$ cat config.mk
export PLATFORM = sky130hd
export DESIGN_NAME = tx_deframer
export DESIGN_NICKNAME = d
export VERILOG_FILES = /design/src/rtl/tx_deframer.sv
export SDC_FILE = /design/constraint.sdc
export NUM_CORES = 1
export LEC_CHECK = 0
export ABC_AREA = 1
export BUFFER_PORTS_ARGS = -buffer_cell sky130_fd_sc_hd__buf_2
export CORE_MARGIN = 5
export CORE_UTILIZATION = 31
export CTS_BUF_LIST = sky130_fd_sc_hd__clkbuf_4
export DETAILED_ROUTE_END_ITERATION = 12
export GPL_ROUTABILITY_DRIVEN = 1
export PLACE_DENSITY = 0.51
export SLEW_MARGIN = 20
export SYNTH_ARGS = -nofsm -noshare
export SYNTH_HDL_FRONTEND = slang
export SYNTH_SLANG_ARGS = --single-unit
$ cat constraint.sdc
create_clock -name clk -period 1.7 [get_ports clk]
set_input_delay 0.255 -clock clk [delete_from_list [all_inputs] [get_ports clk]]
set_output_delay 0.255 -clock clk [all_outputs]
set_load 0.01 [all_outputs]
$ cat src/rtl/tx_deframer.sv
// ---------------------------------------------------------------------------
// tx_deframer
//
// Pulls 3-byte frames (header, MSB, LSB) out of a first-word-fall-through
// FIFO and presents each payload on a valid/ready output.
// Header byte layout: {SYNC_NIBBLE, 2'b00, chan[1:0]}.
//
// A header that does not match is dropped and flagged with a one-cycle
// sync_err pulse. If a frame stalls too long between bytes, the partial
// frame is dropped and sync_err is pulsed.
//
// Optional feature:
//   TX_DEFRAMER_ERRCNT_EN - when defined, adds the err_count port, which is a
//                           saturating count of sync_err pulses.
//
// Parameters
//   SYNC_NIBBLE  required value of header bits [7:4]
//   TIMEOUT      maximum clk cycles allowed between bytes of a frame (1..65535)
//   ERR_W        width of err_count
//
// Ports
//   clk          system clock, rising edge
//   rst          synchronous active-high reset
//   fifo_rdata   FIFO head byte, valid while fifo_rempty=0
//   fifo_rempty  FIFO empty flag
//   fifo_rinc    pop strobe, one byte per cycle high
//   out_data     frame payload {MSB,LSB}
//   out_chan     channel index from the header
//   out_valid    frame available, held until accepted
//   out_ready    consumer accept
//   sync_err     one-cycle pulse per framing error
//   busy         high whenever the machine is not waiting for a header
//   err_count    saturating error count (TX_DEFRAMER_ERRCNT_EN only)
// ---------------------------------------------------------------------------
module tx_deframer #(
  parameter logic [3:0] SYNC_NIBBLE = 4'hA,
  parameter int         TIMEOUT     = 1000,
  parameter int         ERR_W       = 16
) (
  input  logic             clk,
  input  logic             rst,
  input  logic [7:0]       fifo_rdata,
  input  logic             fifo_rempty,
  output logic             fifo_rinc,
  output logic [15:0]      out_data,
  output logic [1:0]       out_chan,
  output logic             out_valid,
  input  logic             out_ready,
  output logic             sync_err,
  output logic             busy
`ifdef TX_DEFRAMER_ERRCNT_EN
  ,
  output logic [ERR_W-1:0] err_count
`endif
);

  typedef enum logic [1:0] {
    HDR = 2'd0,
    MSB = 2'd1,
    LSB = 2'd2,
    OUT = 2'd3
  } state_t;

  localparam logic [15:0] TIMEOUT_C = TIMEOUT[15:0];

  state_t      state_r;
  state_t      state_nxt_s;
  logic [15:0] timer_r;
  logic [15:0] timer_nxt_s;
  logic [15:0] timer_inc_s;
  logic        pop_s;
  logic        hdr_ok_s;
  logic        err_evt_s;
  logic        ld_chan_s;
  logic        ld_msb_s;
  logic        ld_lsb_s;
  logic [15:0] data_r;
  logic [1:0]  chan_r;
  logic        out_valid_r;
  logic        busy_r;
  logic        sync_err_r;

  // Next-state, pop strobe, inter-byte timer and register load enables
  always_comb begin
    state_nxt_s = state_r;
    timer_nxt_s = 16'd0;
    err_evt_s   = 1'b0;
    ld_chan_s   = 1'b0;
    ld_msb_s    = 1'b0;
    ld_lsb_s    = 1'b0;
    timer_inc_s = timer_r + 16'd1;
    hdr_ok_s    = (fifo_rdata[7:2] == {SYNC_NIBBLE, 2'b00});

    // The pop strobe is combinational so a byte can be taken every cycle.
    // It is gated by rst so nothing is consumed while the block is in reset.
    if (!rst && (state_r != OUT) && !fifo_rempty) begin
      pop_s = 1'b1;
    end else begin
      pop_s = 1'b0;
    end

    case (state_r)
      HDR: begin
        if (pop_s) begin
          if (hdr_ok_s) begin
            state_nxt_s = MSB;
            ld_chan_s   = 1'b1;
          end else begin
            state_nxt_s = HDR;
            err_evt_s   = 1'b1;
          end
        end else begin
          state_nxt_s = HDR;
        end
      end
      MSB: begin
        if (pop_s) begin
          state_nxt_s = LSB;
          ld_msb_s    = 1'b1;
        end else if (fifo_rempty) begin
          // Give up on the partial frame once the gap reaches TIMEOUT.
          if (timer_inc_s == TIMEOUT_C) begin
            state_nxt_s = HDR;
            err_evt_s   = 1'b1;
          end else begin
            state_nxt_s = MSB;
            timer_nxt_s = timer_inc_s;
          end
        end else begin
          state_nxt_s = MSB;
          timer_nxt_s = timer_r;
        end
      end
      LSB: begin
        if (pop_s) begin
          state_nxt_s = OUT;
          ld_lsb_s    = 1'b1;
        end else if (fifo_rempty) begin
          if (timer_inc_s == TIMEOUT_C) begin
            state_nxt_s = HDR;
            err_evt_s   = 1'b1;
          end else begin
            state_nxt_s = LSB;
            timer_nxt_s = timer_inc_s;
          end
        end else begin
          state_nxt_s = LSB;
          timer_nxt_s = timer_r;
        end
      end
      OUT: begin
        // Waiting on the consumer does not count as a gap between bytes.
        if (out_ready) begin
          state_nxt_s = HDR;
        end else begin
          state_nxt_s = OUT;
        end
      end
      default: begin
        state_nxt_s = HDR;
      end
    endcase
  end

  // State, timer, payload/channel capture and registered status outputs
  always_ff @(posedge clk) begin
    if (rst) begin
      state_r     <= HDR;
      timer_r     <= 16'd0;
      data_r      <= 16'h0000;
      chan_r      <= 2'b00;
      out_valid_r <= 1'b0;
      busy_r      <= 1'b0;
      sync_err_r  <= 1'b0;
    end else begin
      state_r     <= state_nxt_s;
      timer_r     <= timer_nxt_s;
      sync_err_r  <= err_evt_s;
      out_valid_r <= (state_nxt_s == OUT);
      busy_r      <= (state_nxt_s != HDR);
      if (ld_chan_s) begin
        chan_r <= fifo_rdata[1:0];
      end
      if (ld_msb_s) begin
        data_r[15:8] <= fifo_rdata;
      end
      if (ld_lsb_s) begin
        data_r[7:0] <= fifo_rdata;
      end
    end
  end

  assign fifo_rinc = pop_s;
  assign out_data  = data_r;
  assign out_chan  = chan_r;
  assign out_valid = out_valid_r;
  assign busy      = busy_r;
  assign sync_err  = sync_err_r;

`ifdef TX_DEFRAMER_ERRCNT_EN
  logic [ERR_W-1:0] err_count_r;

  function automatic logic [ERR_W-1:0] sat_inc(input logic [ERR_W-1:0] v);
    if (&v) begin
      sat_inc = v;
    end else begin
      sat_inc = v + {{(ERR_W-1){1'b0}}, 1'b1};
    end
  endfunction

  // Saturating count of error events, updated with the sync_err pulse itself
  always_ff @(posedge clk) begin
    if (rst) begin
      err_count_r <= {ERR_W{1'b0}};
    end else if (err_evt_s) begin
      err_count_r <= sat_inc(err_count_r);
    end else begin
      err_count_r <= err_count_r;
    end
  end

  assign err_count = err_count_r;
`endif

endmodule

Word-level counts from Yosys, hierarchy flattened
Cells that the tools add are included.

storage, ports and cells
  logic and storage cells = 49
  bits of input ports = 12
  bits in registers = 39
  output and inout port bits = 22

operators by class
  add/sub/neg operators = 1
  equal/unequal tests = 7
  bitwise operators = 1
  reductions and logical operators = 8
  mux-type cells = 24

operator list
  kind                                                   number
  adder 16 x 1 -> 16 bit, second input constant          1
  equality test 16 x 10 -> 1 bit, second input constant  1
  two-way mux 16 bit                                     1
  two-way mux 1 bit                                      14
  two-way mux 2 bit                                      7
  case mux 2 bit (4 select lines)                        1
  equality test 2 bit, second input constant             3
  equality test 6 bit, second input constant             1
  OR reduction 3 bit                                     1
  equality test 2 x 1 -> 1 bit, second input constant    1
  logical AND 1 bit                                      2
  logical NOT 1 bit                                      2
  logical NOT 2 bit                                      1
  != test 2 bit, second input constant                   1
  case mux 1 bit (2 select lines)                        1
  nonzero test 2 bit                                     1
  OR reduction 2 bit                                     1
  NOT 1 bit                                              1

Depth between registers and ports, before layout
Gate-level depths: netlist of run 1.

  depth after elaboration = 7
  gate-level depth with buffers = 16
  depth with buffers taken out = 16

Least setup slack after synthesis of run 1
No wires, ideal clock.

  path kind = register to register
  from = register timer_r[0]
  to = register busy_r (netlist: busy)
  arrival time = 1688 ps
  required time = 1586 ps
  cell stages (with the launch flop) = 17
  buffers on the path = 0
  path slack = -102 ps
  library setup time = 114 ps
  period minus slack after synthesis = 1802 ps
  cells stage by stage = dfxtp_1 -> ha_1 -> nand3_2 -> nor2_2 -> nand2_1 -> nand2_1 -> nand2_1 -> nor2_1 -> nand2_2 -> nor2_4 -> nand3_2 -> nand2_1 -> nand2_1 -> nand2_1 -> nand2_1 -> nand2_1 -> nand2_1

on the way
  longest elaborated chain between the ends = 7
  elaborated cells between the ends (all ways) = 10
  classes of those cells = 1 x add/sub; 1 x eq/ne; 7 x mux; 1 x reduce/logical

RTL lines
  item                                                           RTL line  RTL
  start: declaration                                             68        logic [15:0] timer_r;
  start signal: assignment                                       177       timer_r <= timer_nxt_s;
  adder 16 x 1 -> 16 bit *                                       91        timer_inc_s = timer_r + 16'd1;
  equality test 16 x 10 -> 1 bit *                               122, 139
  two-way mux 1 bit / two-way mux 2 bit (equally long branches)  122, 139
  two-way mux 2 bit (on tied branches)                           120, 138
  two-way mux 2 bit (on tied branches)                           117, 135
  case mux 2 bit (4 select lines) *                              102       case (state_r)
  nonzero test 2 bit *                                           180       busy_r <= (state_nxt_s != HDR);
  end signal: assignment                                         180
  end: declaration                                               80        logic busy_r;

Every way passes the cells marked *; elsewhere a longest branch is shown, timed or not.
A chain may end at the register's enable or synchronous reset.

Final worst setup path of run 1
  from = register timer_r[1]
  to = register busy_r (netlist: busy)

The elaborated chain is that of the path after synthesis.

==> results of run 1 <==
## stage by stage
stage | instance area (sq um) | setup WS, ns
finish | 2930 | -0.160
global route | 2930 | -0.376
CTS | 2680 | -0.146
detailed placement | 2460 | -0.190
global placement | 2460 | -0.169
floorplan | 2010 | 0.00188
## routing by layer
metal / part of all wire [%] / routed length [um]
met5: 0 / 0
met4: 1.9 / 110
met3: 5.4 / 307
met2: 49 / 2770
met1: 44 / 2480
## cells by family (layout without fill, tap and decap cells)
group,after synthesis,count (layout),share of synthesized area (%)
AOI/OAI and AO/OA,38,38,10.1
DFF,39,39,39.3
adders and majority gates,5,5,3.15
and+or+nand+nor,167,167,37.3
buffers and inverters,41,126,8.06
xor gates and xnor gates,5,5,2.20
## synthesized netlist by cell type (all sizes together)
library cell	n	area share (%)
nand4	5	1.6
dfxtp	39	39
and3	1	0.31
a211o	1	0.44
nand2	93	18
o21ai	4	1.0
xnor2	2	0.88
a21o	1	0.38
inv	32	6.0
nand3b	2	0.75
buf	3	0.88
ha	5	3.1
nand3	31	8.6
clkbuf	6	1.1
nor2	33	7.9
a21oi	32	8.2
nor3	2	0.50
xor2	3	1.3
## state kept, by name, summed over array words and instances, names as in the netlist
register	count
busy	1
out_data	16
out_valid	1
timer_r	16
state_r	2
out_chan	2
sync_err	1
## worst reg2reg max path, delay by kind of cell (launching register included)
family	cells	cell delay (ns)
buf+inv	1	0.10
flops	1	0.39
simple gates	15	1.27
## timing repair
item,in CTS,in global routing
resized for setup,31,39
pin swaps,5,20
setup buffers,9,14
setup endpoints to repair,14,16
## power groups by stage
| stage | logic (uW) | clock network [uW] | registers (uW) |
|---|---|---|---|
| after floorplan | 36.7 | 0 | 936 |
| after global placement | 77.3 | 0 | 936 |
| after detailed placement | 77.8 | 0 | 936 |
| after CTS | 84.5 | 501 | 911 |
| after global routing | 112 | 546 | 908 |
| final | 103 | 477 | 907 |
## final cells by class
cell class	instances	area, sq um	area share (%)
multi-input cells	215	1260	42.9
inverters	32	120	4.10
well taps	77	96.3	3.29
clock buffers	5	37.5	1.28
clock inverters	3	15.0	0.513
flip-flops and latches	39	806	27.5
repair buffers	86	596	20.4
## worst max-delay path by stage
stage / end / slack (ns) / cells after the start
after floorplan: busy / 0.002 / 16
after global placement: busy / -0.17 / 16
after detailed placement: busy / -0.19 / 16
after CTS: busy / -0.15 / 16
after global routing: busy / -0.38 / 15
final: busy / -0.16 / 16
==> results.md, run 1 <==
- Actual slew at the worst max-slew pin: 0.390 ns
- Seq cells post-synth: 39
- Slowest cell delay on critical path: 0.39 ns
- PwrDens: 508 mW/mm^2
- Die W: 90.1 um
- Hold Path Origin: fifo_rdata[7]
- GRT Total Usage: 13.8%
- Syn. warnings: 0
- Critical Path RT: 1.96 ns
- TritonCTS clock tree: done
- DRC: 0
- Power share of the clock group: 32.1%
- Crit Path Max Fanout: 5
- Vias in the first global route: 2045
- Worst hold endpoint: out_data[7]
- Data arrival, critical path: 2.12 ns
- Final Hold Viols: 0
- Post-Syn Nets: 312
- Met2 Use GR: 22.6%
- Delay-heaviest family, CP: simple AND/OR/NAND/NOR gates
- Critical path class: flip-flop to flip-flop
- Routed via count: 2127
- Crit path capture type: flip-flop
- Psw: 385 uW
- Power Internal: 1100 uW
- Status: finished with violations
- TritonCTS buffer count: 5
- Max Clk Rate: 538 MHz
- Inserted Diodes: 0
- R2R cell count: 16
- MaxCap Viol Count: 0
- Worst r2r src: timer_r[1]
- LEAKAGE: 0.00127 uW
- Placeable Area: 0.00628 sq mm
- WL/cell: 12.4 um
- CP cell instances: buf_6 -> nand2_4 -> nor2_4 -> nand3_2 -> nand2_1 -> nand2_1 -> nor2_1 -> nand2_1 -> nor2_4 -> nand3_2 -> nand2_1 -> nand2_1 -> nand2_2 -> nand2_2 -> nand2_2 -> nand2_2
- H-tree depth: 2
- GR peak layer: met2
- Slew margin rel.: 73.8%
- Reg-to-Reg End: busy
- Slowest-stage cell, CP: dfxtp_4
- Hold_buf cts: 0
- Fill cells: 640
- Commonest non-fill, non-tap cell in the layout: nand2_1
- Met1 usage: 16.2%
- Flop-to-flop setup slack: -0.16 ns
- WHS Path Cells: 3
- GR Util met3: 5.18%
- Largest net degree at the start of global routing: 19
- Final Power: 1490 uW
- Final Wtd Congestion: 0.779
- Rows: 29
- Synth cell types: 25
- Iter 0 DRT Violations: 52
- Post-Layout Cell Count: 457
- Clock Skew: 0.00659 ns
- Comb power frac: 6.9%
- Area Overhead vs Synth: 47.2%
- Initial Util: 31.7%
- Num ports: 34
- 1st-pass router iterations: 4
- Syn_area_per_cell: 6.74 sq um
- TritonCTS Sinks: 39
- Clock Pin Slew Worst Setup and Hold Paths: 0.12 ns
- # nets final: 396
- Crit. Startpoint: timer_r[1]
- CTS Root Cell: clkbuf_4
- Sequential Power Share: 61.0%
- Post-synthesis cell area: 0.00199 sq mm
- Share of layout cells above drive strength 1: 40.8%
- Final hold slack: 0.182 ns
- Final Worst Setup Slack: -0.160 ns
- Fin crit share: 109%
- Sw frac: 25.9%
- Failing checks: negative setup slack
- Hold crit path type: primary input to flip-flop
- Critical Path Source Type: flip-flop
- Clock buffer depth: 2
- Drt total wl: 5670 um
- Die area: 0.00812 sq mm
- RSZ-0062 raised after global routing: yes
- Final min period: 1.86 ns
- Crit path buf inv count: 1
- Setup tns final: -1.17 ns
- Number of endpoints failing setup at the final stage: 13
- Inst Count DP: 426
- Overflow after GRT: 0
- Worst-Skew Late Latency: 0.35 ns
- Final ANT Viol Nets: 0
- Vias per cell: 4.65
- First-pass GRT wire length: 9300 um
- Mapped Cells: 295
- Port Buffers: 33
- Post-detail-place hpwl: 4010 um
- Max VDD drop: 0.000348 V
- Sequential area share after synthesis: 39.3%
- Initial antenna violation count: 0
- Top cell by count, worst path: nand2_1
- Pins Over Slew Limit: 0
- Most frequent cells in the layout: 77 x nand2_1, 47 x buf_4, 32 x buf_2
- Layout Utilization: 46.6%
- Die H: 90.1 um
Power figures use the tool's default switching activity.
==> run 2, diff against run 1 <==
==> constraint.sdc (replaced) <==
create_clock -name clk -period 1.5 [get_ports clk]
set_input_delay 0.225 -clock clk [delete_from_list [all_inputs] [get_ports clk]]
set_output_delay 0.225 -clock clk [all_outputs]
set_load 0.01 [all_outputs]
==> run 2 against run 1 <==
The flow still finishes with violations (negative setup slack). Power grew 29%. Clock skew grew 0.0076 ns. Sequential cell count is the same. Clock power grew 61%. Worst setup slack lost 0.23 ns. Sequential share of layout area grew 0.36 points. Worst hold slack lost 0.051 ns. Non-clock buffer count shrank 2. Largest cell class unchanged. Largest power group unchanged. Highest routed layer unchanged.
==> results.md, run 2 (synthesized netlist as in run 1, its figures left out) <==
- Status: finished with violations
- Failing checks: negative setup slack
- Clock Skew: 0.0142 ns (+0.00762 ns)
- Critical Path RT: 1.77 ns (-0.19 ns)
- TritonCTS Sinks: 39 (unchanged)
- Crit path capture type: flip-flop
- Drt total wl: 5510 um (-2.8%)
- Die H: 90.1 um (unchanged)
- Actual slew at the worst max-slew pin: 0.352 ns (-0.0383 ns)
- Worst-Skew Late Latency: 0.36 ns (about the same)
- Fin crit share: 126% (+16 points)
- Data arrival, critical path: 2.16 ns (+0.04 ns)
- Overflow after GRT: 0 (unchanged)
- Inserted Diodes: 0 (unchanged)
- Critical Path Source Type: flip-flop
- Placeable Area: 0.00628 sq mm (unchanged)
- Final hold slack: 0.131 ns (-0.0511 ns)
- Max Clk Rate: 530 MHz (-1.5%)
- Crit Path Max Fanout: 5 (unchanged)
- Critical path class: flip-flop to flip-flop
- Iter 0 DRT Violations: 70 (+35%)
- Clock Pin Slew Worst Setup and Hold Paths: 0.14 ns (+0.02 ns)
- Initial antenna violation count: 0 (unchanged)
- Final min period: 1.89 ns (+0.0285 ns)
- DRC: 0 (unchanged)
- Rows: 29 (unchanged)
- Final ANT Viol Nets: 0 (unchanged)
- Num ports: 34 (unchanged)
- WL/cell: 12.1 um (-2.4%)
- Hold crit path type: primary input to flip-flop
- Area Overhead vs Synth: 44.2%
- LEAKAGE: 0.00125 uW (-1.8%)
- Routed via count: 2121 (-0.28%)
- Slowest-stage cell, CP: dfxtp_4
- TritonCTS clock tree: done
- Final Worst Setup Slack: -0.389 ns (-0.228 ns)
- Vias in the first global route: 2076 (+1.5%)
- Hold_buf cts: 0 (unchanged)
- Pins Over Slew Limit: 0 (unchanged)
- Die area: 0.00812 sq mm (unchanged)
- GRT Total Usage: 13.9% (+0.11 points)
- Port Buffers: 33 (unchanged)
- Slew margin rel.: 76.4% (+2.6 points)
- Share of layout cells above drive strength 1: 38.1% (-2.7 points)
- Layout Utilization: 45.7% (-0.96 points)
- Commonest non-fill, non-tap cell in the layout: nand2_1
- Slowest cell delay on critical path: 0.40 ns (about the same)
- First-pass GRT wire length: 9340 um (+0.37%)
- RSZ-0062 raised after global routing: yes
- Post-detail-place hpwl: 4120 um (+2.6%)
- PwrDens: 668 mW/mm^2 (+32%)
- Clock buffer depth: 2 (unchanged)
- Die W: 90.1 um (unchanged)
- 1st-pass router iterations: 4 (unchanged)
- Vias per cell: 4.66 (+0.16%)
- Largest net degree at the start of global routing: 18 (-1)
- H-tree depth: 2 (unchanged)
- Max VDD drop: 0.000388 V (+11%)
- Most frequent cells in the layout: 81 x nand2_1, 46 x buf_4, 32 x buf_2
- CTS Root Cell: clkbuf_4
- # nets final: 394 (-0.51%)
- Final Wtd Congestion: 0.801 (+2.9%)
- CP cell instances: ha_4 -> nand3_4 -> nor2_4 -> nand2_2 -> nand2_2 -> nand2_2 -> nor2_4 -> nand2_2 -> nor2_4 -> nand3_2 -> nand2_1 -> nand2_1 -> nand2_1 -> nand2_1 -> nand2_2 -> nand2_1
- Post-Place Setup Slack: -0.376 ns (-0.187 ns)
- TritonCTS buffer count: 5 (unchanged)
- Initial Util: 31.7% (unchanged)
- MaxCap Viol Count: 0 (unchanged)
- Final Hold Viols: 0 (unchanged)
- Number of endpoints failing setup at the final stage: 14 (+1)
-- run 2: cell types whose count changed in the layout (fill, tap and decap cells not counted), sizes merged --
| cell | delta |
|---|---|
| bufinv | +1 |
| buf | -2 |
| clkinv | -2 |
| inv | +1 |
-- run 2: area by class of cell --
| class | count | area (sq um) |
|---|---|---|
| clock buffers | 5 | 37.5 |
| clock inverters | 3 | 46.3 |
| fillers | 669 | 3410 |
| inverters | 32 | 120 |
| multi-input cells | 215 | 1190 |
| flip-flops and latches | 39 | 800 |
| well taps | 77 | 96.3 |
| repair buffers | 84 | 573 |
-- run 2: worst max-delay path: cells and delay by family (launching register included) --
| kind | cells | cell delay (ns) |
|---|---|---|
| fa+ha+maj | 1 | 0.16 |
| flops | 1 | 0.40 |
| simple gates | 15 | 1.22 |
-- run 2: stage by stage --
step	cell area [sq um]	setup TNS (ns)	power, uW	instances
final	2870	-4.41	1920	455
after global routing	2870	-6.85	1980	455
after CTS	2760	-3.41	1930	453
after detailed placement	2590	-3.88	1160	442
after global placement	2590	-3.92	1160	442
after floorplan	2030	-0.780	1100	295
-- run 2: final timing paths --
path                                     from           end  slack [ns]  cells after the start
worst min-delay path            fifo_rdata[0]   out_data[0]        0.13                      3
worst min register to register   out_data[11]  out_data[11]        0.47                      2
worst max register to register     timer_r[0]          busy       -0.39                     16
worst max-delay path               timer_r[0]          busy       -0.39                     16
-- run 2: timing repair --
item | in CTS | in global routing
resized for setup | 19 | 28
pin swaps | 8 | 21
buffers inserted | 3 | 2
endpoints found under the setup margin | 30 | 40
-- run 2: power breakdown --
part | total, uW | internal (uW) | switching, uW | leakage (uW)
registers | 1030 | 1030 | 0.393 | 0.000320
clock network | 768 | 356 | 412 | 0.0000418
logic | 113 | 49.4 | 64.0 | 0.000886
-- run 2: layer usage --
layer / global-route usage, % / wire [um]
met5: 0 / 0
met4: 4.22 / 86
met3: 3.67 / 232
met2: 25.0 / 2780
met1: 15.9 / 2410
